<file path="config.mk">
export PLATFORM = sky130hd
export DESIGN_NAME = instruction_fetch_decode
export DESIGN_NICKNAME = d
export VERILOG_FILES = /design/src/rtl/instruction_fetch_decode.sv
export SDC_FILE = /design/constraint.sdc
export NUM_CORES = 1
export LEC_CHECK = 0
export CAP_MARGIN = 20
export CELL_PAD_IN_SITES_DETAIL_PLACEMENT = 1
export CELL_PAD_IN_SITES_GLOBAL_PLACEMENT = 1
export CORE_MARGIN = 3
export CORE_UTILIZATION = 33
export CTS_CLUSTER_SIZE = 12
export DETAILED_ROUTE_END_ITERATION = 10
export PLACE_DENSITY = 0.81
export SLEW_MARGIN = 20
export SYNTH_ARGS = -nofsm -noshare
export SYNTH_HDL_FRONTEND = slang
export SYNTH_SLANG_ARGS = --single-unit
</file>
<file path="constraint.sdc">
create_clock -name clk -period 2.8 [get_ports clk]
set_clock_uncertainty 0.1 [all_clocks]
set_input_delay 0.56 -clock clk [delete_from_list [all_inputs] [get_ports clk]]
set_output_delay 0.56 -clock clk [all_outputs]
set_load 0.01 [all_outputs]
</file>
<file path="src/rtl/instruction_fetch_decode.sv">
// instruction_fetch_decode: owns the instruction pointer, reads the
// combinational instruction memory, registers the returned word and presents
// its sliced fields to execute over a valid/ready handshake.
// Optional build macro JMP_FOLD_EN: unconditional jumps are resolved in fetch
// and never reach execute.
//
// state   | meaning
// --------+-----------------------------------------------------------
// S_BOOT  | first cycle after reset, nothing presented
// S_RUN   | normal fetch, one instruction per cycle while accepted
// S_FLUSH | one bubble after a redirect while the new IP reaches memory

`ifndef JMP
`define JMP 3'b010
`endif
`ifndef UNC
`define UNC 3'b000
`endif

module instruction_fetch_decode #(
  parameter int                ADDR_W   = 8,
  parameter logic [ADDR_W-1:0] RESET_IP = '0
) (
  input  logic              clk,
  input  logic              rst_n,
  output logic [ADDR_W-1:0] imem_addr,
  input  logic [31:0]       imem_data,
  input  logic              redirect_valid,
  input  logic [ADDR_W-1:0] redirect_addr,
  input  logic              dec_ready,
  output logic              dec_valid,
  output logic [ADDR_W-1:0] dec_ip,
  output logic [2:0]        dec_opcode,
  output logic [2:0]        dec_subop,
  output logic              dec_a_is_reg,
  output logic [7:0]        dec_a,
  output logic              dec_b_is_reg,
  output logic [7:0]        dec_b,
  output logic [7:0]        dec_target,
  output logic              dec_is_nop
);

  typedef enum logic [1:0] {
    S_BOOT  = 2'd0,
    S_RUN   = 2'd1,
    S_FLUSH = 2'd2
  } state_t;

  state_t            state_q, state_d;
  logic [ADDR_W-1:0] ip_q, ip_d;
  logic [ADDR_W-1:0] dip_q, dip_d;
  logic [31:0]       word_q, word_d;
  logic              valid_q, valid_d;
  logic              advance;
`ifdef JMP_FOLD_EN
  logic              is_unc_jmp;
`endif

  // Next-state: redirect first, then boot/flush bubbles, then fetch or stall.
  always_comb begin
    state_d = state_q;
    ip_d    = ip_q;
    dip_d   = dip_q;
    word_d  = word_q;
    valid_d = valid_q;
    advance = !valid_q || dec_ready;
`ifdef JMP_FOLD_EN
    is_unc_jmp = (imem_data[31:29] == `JMP) && (imem_data[28:26] == `UNC);
`endif
    if (redirect_valid) begin
      // Presented instruction is dropped whether or not execute took it.
      ip_d    = redirect_addr;
      valid_d = 1'b0;
      state_d = S_FLUSH;
    end else begin
      case (state_q)
        S_BOOT, S_FLUSH: begin
          valid_d = 1'b0;
          state_d = S_RUN;
        end
        S_RUN: begin
          if (advance) begin
`ifdef JMP_FOLD_EN
            if (is_unc_jmp) begin
              ip_d    = ADDR_W'(imem_data[7:0]);
              valid_d = 1'b0;
            end else
`endif
            begin
              word_d  = imem_data;
              dip_d   = ip_q;
              valid_d = 1'b1;
              ip_d    = ip_q + ADDR_W'(1);
            end
          end
        end
        default: begin
          valid_d = 1'b0;
          state_d = S_BOOT;
        end
      endcase
    end
  end

  // State and output registers with synchronous active-low reset.
  always_ff @(posedge clk) begin
    if (!rst_n) begin
      state_q <= S_BOOT;
      ip_q    <= RESET_IP;
      dip_q   <= '0;
      word_q  <= '0;
      valid_q <= 1'b0;
    end else begin
      state_q <= state_d;
      ip_q    <= ip_d;
      dip_q   <= dip_d;
      word_q  <= word_d;
      valid_q <= valid_d;
    end
  end

  // Memory address tracks IP; decoded fields are plain slices of the held word.
  always_comb begin
    imem_addr    = ip_q;
    dec_valid    = valid_q;
    dec_ip       = dip_q;
    dec_opcode   = word_q[31:29];
    dec_subop    = word_q[28:26];
    dec_a_is_reg = word_q[25];
    dec_a        = word_q[24:17];
    dec_b_is_reg = word_q[16];
    dec_b        = word_q[15:8];
    dec_target   = word_q[7:0];
    dec_is_nop   = (word_q == 32'd0);
  end

endmodule

</file>
### Yosys cells after proc, flatten, opt, wreduce, memory -nomap -nowiden

Cells that the tools add are included.

* bits in registers: 51
* word-level logic and storage cells: 29
* bits of input ports: 44

* multiplexer cells: 5
* reduce and logical (&&, ||, !) cells: 11
* bitwise logic cells: 3
* add/subtract/negate cells: 1
* equal/unequal tests: 3

Operator list (count)
* 32-bit logical NOT: 1
* 8-bit 2-to-1 mux: 3
* 8-bit by 1-bit adder with 8-bit output, second input constant: 1
* 2-bit one-hot mux with 2 select lines: 1
* 2-bit nonzero test: 2
* 2-bit OR reduction: 2
* 1-bit inverter: 3
* 3-bit AND reduction: 1
* 3-bit OR reduction: 1
* 2-bit by 1-bit == test with 1-bit output, second input constant: 1
* 2-bit == test, second input constant: 1
* 2-bit logical NOT: 1
* 2-bit 2-to-1 mux: 1
* 2-bit inequality test, second input constant: 1
* 2-bit AND reduction: 1
* 1-bit logical NOT: 1
* 1-bit logical OR: 1

### Logic depth before layout (Yosys ltp)

Gate-level depths: netlist (run 1).

* word-level depth: 5
* mapped depth: 6
* mapped depth without buffers: 5

### Worst setup path after synthesis (run 1)

No wires, ideal clock.

* path kind: input to register
* from: in dec_ready
* to: reg dip_q[0] (netlist: dec_ip[0])
* data arrival time: 1.403 ns
* required time: 2.584 ns
* slack: 1.181 ns
* stages: 6
* path through: nor2b_1 -> clkbuf_1 -> nor3_4 -> buf_6 -> mux2i_1 -> nor2b_1

* cells in the longest elaborated chain, start to end: 2

RTL lines
* start, declared: line 30 `input logic dec_ready,`
* 1-bit logical OR: line 66 `advance = !valid_q || dec_ready;`
* 3-bit AND reduction (no line)
* end signal, assigned: line 116 `dip_q <= dip_d;`
* end, declared: line 51 `logic [ADDR_W-1:0] dip_q, dip_d;`

No other way between the ends.
A chain may end at the register's enable or synchronous reset.

### Worst setup path after layout (run 1)

* from: reg word_q[26]
* to: out dec_is_nop

* cells in the longest elaborated chain, start to end: 1

RTL lines
* start, declared: line 52 `logic [31:0] word_q, word_d;`
* start signal, assigned: line 117 `word_q <= word_d;`
* 32-bit logical NOT: line 134 `dec_is_nop = (word_q == 32'd0);`
* end, declared: line 40 `output logic dec_is_nop`

No other way between the ends.

==> results of run 1 <==
layer usage:
| metal | track usage (%) | vias to the layer above |
|---|---|---|
| met2 | 25.6 | 59 |
| met3 | 3.80 | 7 |
| met1 | 20.9 | 881 |
| met4 | 5.95 | 0 |
| li1 | - | 894 |
| met5 | 0 | - |
path summary, 6_finish.rpt:
path	end	from	cells past startpoint
worst max-delay path	dec_is_nop	word_q[26]	4
worst min-delay path	state_q[0]	state_q[1]	1
worst max register to register	word_q[2]	state_q[1]	5
worst min register to register	state_q[0]	state_q[1]	1
critical path, stage by stage (launching register included):
cell             delay (ns)
dfxtp_1                0.33
nor4_1                 0.37
nand4_1                0.15
nor2_1                 0.11
clkdlybuf4s50_1        0.56
cells in the mapped netlist:
cell	instances
dfxtp_1	51
nor2b_1	42
mux2i_1	40
nor4_1	9
clkbuf_1	7
o21ai_0	6
a21oi_1	5
nand3_1	5
buf_6	4
nand2b_1	4
nand4_1	4
nor3_1	4
xor2_1	3
inv_1	2
nand2_1	2
nor2_1	2
o211a_1	2
xnor2_1	2
a21boi_0	1
a31o_2	1
a31oi_1	1
and2_1	1
and4_1	1
buf_2	1
ha_1	1
nor3_4	1
o311a_1	1
where the power goes:
group / total (mW) / switching (mW) / leakage, nW / internal [mW]
sequential: 0.778 / 0.0267 / 0.415 / 0.751
combinational: 0.238 / 0.0897 / 0.624 / 0.148
clock: 0.461 / 0.235 / 0.0515 / 0.226
cells by family after synthesis:
family | after synthesis
buffers and inverters | 14
AND/OR/NAND/NOR | 75
multiplexers | 40
XOR/XNOR | 5
flip-flops | 51
AO/OA/AOI/OAI | 17
adder cells (fa/ha/maj) | 1
per-stage QoR:
| stage | util [%] | worst slack [ns] | hold slack [ns] | cells |
|---|---|---|---|---|
| after floorplan | - | 1.18 | 0.319 | 203 |
| after global placement | 51.0 | 0.568 | 0.332 | 363 |
| after detailed placement | 51.0 | 0.460 | 0.348 | 363 |
| after CTS | 52.6 | 0.274 | 0.361 | 371 |
| after global routing | 52.6 | 0.199 | 0.380 | 371 |
| final | 52.6 | 0.319 | 0.356 | 371 |
state kept, by name, summed over array words and instances, names as in the netlist:
signal and count:
dec_valid 1, imem_addr 8, state_q 2, word_q 32
dec_ip 8
layout make-up:
| cell class | instances | area share [%] |
|---|---|---|
| timing repair buffer | 97 | 30.0 |
| inverter | 2 | 0.234 |
| clock buffer | 8 | 3.12 |
| tap | 75 | 2.93 |
| sequential | 51 | 31.8 |
| multi-input combinational | 138 | 31.9 |
==> flow_summary.rst, run 1 <==
.. list-table::
   :header-rows: 1

   * - Metric
     - Value
   * - Total number of vias
     - 1841
   * - Post-synth top area cell
     - dfxtp_1
   * - Net count after synthesis
     - 248
   * - Ratio of routed vias to standard cells
     - 4.96
   * - Multiplexer share of the synthesized area
     - 18.8%
   * - Post-synthesis register bit count
     - 51
   * - Drt pass-1 iters
     - 4
   * - Peak clock frequency supported by timing
     - 403 MHz
   * - Most frequent cells in the layout
     - clkdlybuf4s50_1 (93), dfxtp_1 (51), nor2b_1 (42)
   * - Final Hold Violating Endpoints
     - 0
   * - Die Outline Area
     - 7450 um2
   * - Area after detailed placement
     - 3110 um2
   * - Die boundary width
     - 86.3 um
   * - Warnings from Yosys
     - 0
   * - Adder-Cell Fraction of Synth Area
     - 0.588%
   * - Drt initial violations
     - 49
   * - Height of the die
     - 86.3 um
   * - Maximum number of pins on one net before global-route repair
     - 51
   * - Endpoint class of the critical path
     - output port
   * - Row count
     - 28
   * - Via count of the first global-routing pass
     - 1857
   * - Simple-gate share of the synthesized area
     - 21.6%
   * - Cell area after technology mapping
     - 2130 um2
   * - CTS tree
     - done
   * - Unrepaired setup endpoints after global routing
     - false
   * - Setup slack of the worst register-to-register path
     - 0.98 ns
   * - Number of remaining DRC errors
     - 0
   * - Routed wirelength normalized by instance count
     - 15.6 um
   * - Number of library cell types mapped by synthesis
     - 27
   * - Total length of routed met2 wires
     - 2630 um
   * - Sequential cell area
     - 1020 um2
   * - Global-route wire length before repair
     - 9310 um
   * - Category of the worst setup path launch point
     - flop
   * - Result of the run
     - completed
   * - Peak supply drop
     - 0.000258 V
   * - I/O Pins
     - 94
   * - Port Buf Inserts
     - 93
   * - Share of layout cells above drive strength 1
     - 4.39%
   * - Area share of the largest cell type after synthesis
     - 47.9%
   * - Starting density of the core
     - 34.9%
   * - Average instance area after synthesis
     - 10.5 um2
   * - Compound-gate portion of the synthesized area
     - 5.05%
   * - Antenna violations before repair
     - 0
   * - PostCTS Resize Cnt
     - 0
   * - Worst slew pin tran
     - 0.411 ns
   * - Core Area
     - 6100 um2
   * - Power Dens Cells
     - 460 nW/um2
   * - Area share of xor/xnor cells in the synthesized design
     - 2.06%
   * - Antenna viol nets, final
     - 0
   * - Detail Placement HPWL
     - 4310 um
   * - Count of max-cap constraint violations
     - 0
   * - Growth of design area from synthesis to finish
     - 50.6%
   * - Total Power Consumption
     - 1.48 mW
   * - Remaining global-route overflow
     - 0
   * - Portion of the post-synthesis area used by sequential elements
     - 47.9%
   * - Main combinational cell family by area after synthesis
     - simple AND/OR/NAND/NOR gates
   * - Hold Crit Class
     - reg -> reg
   * - Clock Path Buffers
     - 2
   * - Number of antenna repair diodes
     - 0
   * - Category of the most critical setup path
     - reg -> out
   * - Highest layer used for signal routing
     - met4
   * - CP Max Fanout
     - 3
   * - Area of all placed cells without fillers
     - 3210 um2
   * - Cells after synthesis
     - 203
   * - Number of setup violations in the final report
     - 0
   * - Leakage component of the power
     - 1.09 nW
   * - Setup_tns
     - 0 ns
   * - Worst rel slew slack
     - 72.6%
   * - Post-layout min period
     - 2.48 ns
   * - Sum of routed wire segments on met1
     - 2720 um
   * - Inserted Clock Buffers
     - 5
   * - Number of buffers inserted to repair setup after CTS
     - 0
   * - Later-pin clock latency in the skew report
     - 0.30 ns
   * - Drt total wl
     - 5780 um
   * - Critical Path AT
     - 1.82 ns
   * - Final net count
     - 340
   * - Clock Pin Slew Worst Setup and Hold Paths
     - 0.09 ns
   * - Number of H-tree levels
     - 2
   * - Total of fill cells in the finished design
     - 689
   * - Final max-slew violation count
     - 0
   * - Length of routed met3 wiring
     - 345 um
   * - Required @ worst endpoint
     - 2.14 ns
   * - Hold_buf cts
     - 0
   * - Part of the cycle the worst path needs
     - 88.6%
   * - CTS Sinks
     - 51
   * - Ranking of synthesized cells by area
     - dfxtp_1 (48%), mux2i_1 (19%), nor2b_1 (12%), nor4_1 (2.6%), buf_6 (2.1%)
   * - Most common library cell in the layout ignoring fill and taps
     - clkdlybuf4s50_1
   * - Area taken by multi-input logic gates
     - 1020 um2
   * - Overall routing resource usage
     - 16.0%
   * - Root cell of the clock tree
     - clkbuf_8
   * - RD Place Congestion
     - 0.759
Note: power is estimated with default switching activity, not from simulation.
==> run 2, diff against run 1 <==
- CORE_UTILIZATION: 33 -> 31
- PLACE_DENSITY: 0.81 -> 0.77
- clock period: 2.8 -> 2.6 ns (I/O delays scaled with it)
==> run 2 against run 1 <==
  * Global-route usage shrank 0.90 points
  * Setup slack worse by 0.14 ns
  * Sequential power up 7.7%
==> flow_summary.rst, run 2 (synthesis results as in run 1) <==
.. list-table::
   :header-rows: 1

   * - Metric
     - Value
   * - Antenna viol nets, final
     - 0
   * - Post-layout min period
     - 2.42 ns
   * - Port Buf Inserts
     - 93
   * - Antenna violations before repair
     - 0
   * - Height of the die
     - 88.9 um
   * - Peak clock frequency supported by timing
     - 413 MHz
   * - Row count
     - 29
   * - Overall routing resource usage
     - 15.1%
   * - CP Max Fanout
     - 3
   * - Worst rel slew slack
     - 63.1%
   * - Final max-slew violation count
     - 0
   * - Setup_tns
     - 0 ns
   * - Remaining global-route overflow
     - 0
   * - Max FFs per register
     - 32
   * - Number of antenna repair diodes
     - 0
   * - Result of the run
     - completed
   * - Hold Crit Class
     - reg -> reg
   * - Unrepaired setup endpoints after global routing
     - false
   * - Global-route wire length before repair
     - 9200 um
   * - Inserted Clock Buffers
     - 5
   * - Drt pass-1 iters
     - 3
   * - Drt total wl
     - 5840 um
   * - Share of layout cells above drive strength 1
     - 5.39%
   * - Most frequent cells in the layout
     - clkdlybuf4s50_1 (93), dfxtp_1 (51), nor2b_1 (42)
   * - Peak supply drop
     - 0.000273 V
   * - Final Hold Violating Endpoints
     - 0
   * - CTS tree
     - done
   * - Endpoint class of the critical path
     - output port
   * - Total Power Consumption
     - 1.60 mW
   * - Setup slack of the worst register-to-register path
     - 0.87 ns
   * - Growth of design area from synthesis to finish
     - 52.9%
   * - Core Area
     - 6490 um2
   * - CTS Sinks
     - 51
   * - Category of the worst setup path launch point
     - flop
   * - Category of the most critical setup path
     - reg -> out
   * - Critical Path AT
     - 1.80 ns
   * - Later-pin clock latency in the skew report
     - 0.29 ns
   * - Hold_buf cts
     - 0
   * - Number of remaining DRC errors
     - 0
   * - Number of H-tree levels
     - 2
   * - Maximum number of pins on one net before global-route repair
     - 22
   * - Total number of vias
     - 1814
   * - Routed wirelength normalized by instance count
     - 15.6 um
   * - Worst slew pin tran
     - 0.552 ns
   * - Count of max-cap constraint violations
     - 0
   * - Number of setup violations in the final report
     - 0
   * - Largest reg by FF count
     - word_q
   * - Most common library cell in the layout ignoring fill and taps
     - clkdlybuf4s50_1
   * - Clock Pin Slew Worst Setup and Hold Paths
     - 0.09 ns
   * - Total of fill cells in the finished design
     - 728
   * - Die Outline Area
     - 7900 um2
   * - Part of the cycle the worst path needs
     - 93.1%
   * - Starting density of the core
     - 32.8%
   * - Final net count
     - 341
   * - Utilization after layout
     - 50.1%
   * - Root cell of the clock tree
     - clkbuf_8
   * - Required @ worst endpoint
     - 1.98 ns
   * - Detail Placement HPWL
     - 4460 um
   * - Leakage component of the power
     - 1.10 nW
   * - Ratio of routed vias to standard cells
     - 4.85
   * - Clock Path Buffers
     - 2
   * - Drt initial violations
     - 38
   * - Die boundary width
     - 88.9 um
   * - I/O Pins
     - 94
   * - Power Dens Cells
     - 490 nW/um2
   * - RD Place Congestion
     - 0.718
   * - Via count of the first global-routing pass
     - 1872
run 2: what timing repair did:
item	in CTS	in global routing
buffers inserted	0	0
setup endpoints to repair	0	1
gates resized for setup	0	2
endpoints found under the hold margin	0	0
run 2: power by group:
group | switching [mW] | internal, mW | total, mW
Clock | 0.253 | 0.243 | 0.497
Sequential | 0.0287 | 0.809 | 0.838
Combinational | 0.0976 | 0.164 | 0.262
Total | 0.379 | 1.22 | 1.60
run 2: cell type report:
cell class / count / area, um2 / area share (%)
clock buffer: 8 / 100 / 3.07
sequential: 51 / 1020 / 31.4
inverter: 2 / 7.51 / 0.231
multi-input combinational: 138 / 1040 / 31.9
timing repair buffer: 98 / 993 / 30.5
tap: 77 / 96.3 / 2.96
run 2: critical path, cell delays in order, from the launching register on:
cell and delay (ns):
dfxtp_1 0.33, nor4_2 0.35, nand4_1 0.15, nor2_1 0.12, clkdlybuf4s50_1 0.55
run 2: through the flow:
step                cells  instance area (um2)  setup slack [ns]  hold WS, ns
finish                374                 3260             0.179        0.359
global route          374                 3260            0.0149        0.378
CTS                   374                 3240            0.0894        0.359
detailed placement    366                 3140             0.342        0.346
global placement      366                 3140             0.397        0.332
floorplan             203                 2130              1.02        0.319
run 2: worst paths after layout:
check	startpoint	endpoint	cells after the start
worst min register to register	state_q[0]	state_q[0]	1
worst max-delay path	word_q[26]	dec_is_nop	4
worst min-delay path	state_q[0]	state_q[0]	1
worst max register to register	state_q[1]	word_q[9]	5
run 2: metal layers:
layer	part of all wire (%)	vias to the layer above	track usage, %
met5	0	-	0
met4	1.0	0	4.95
met3	6.1	6	3.63
met2	48	57	25.2
met1	45	860	19.0
li1	-	891	-
==> run 3, diff against run 2 <==
- CAP_MARGIN: 20 -> 25
- SLEW_MARGIN: 20 -> not set
==> results of run 3 <==
Final layout, timing and power as in run 2 (identical DEF).
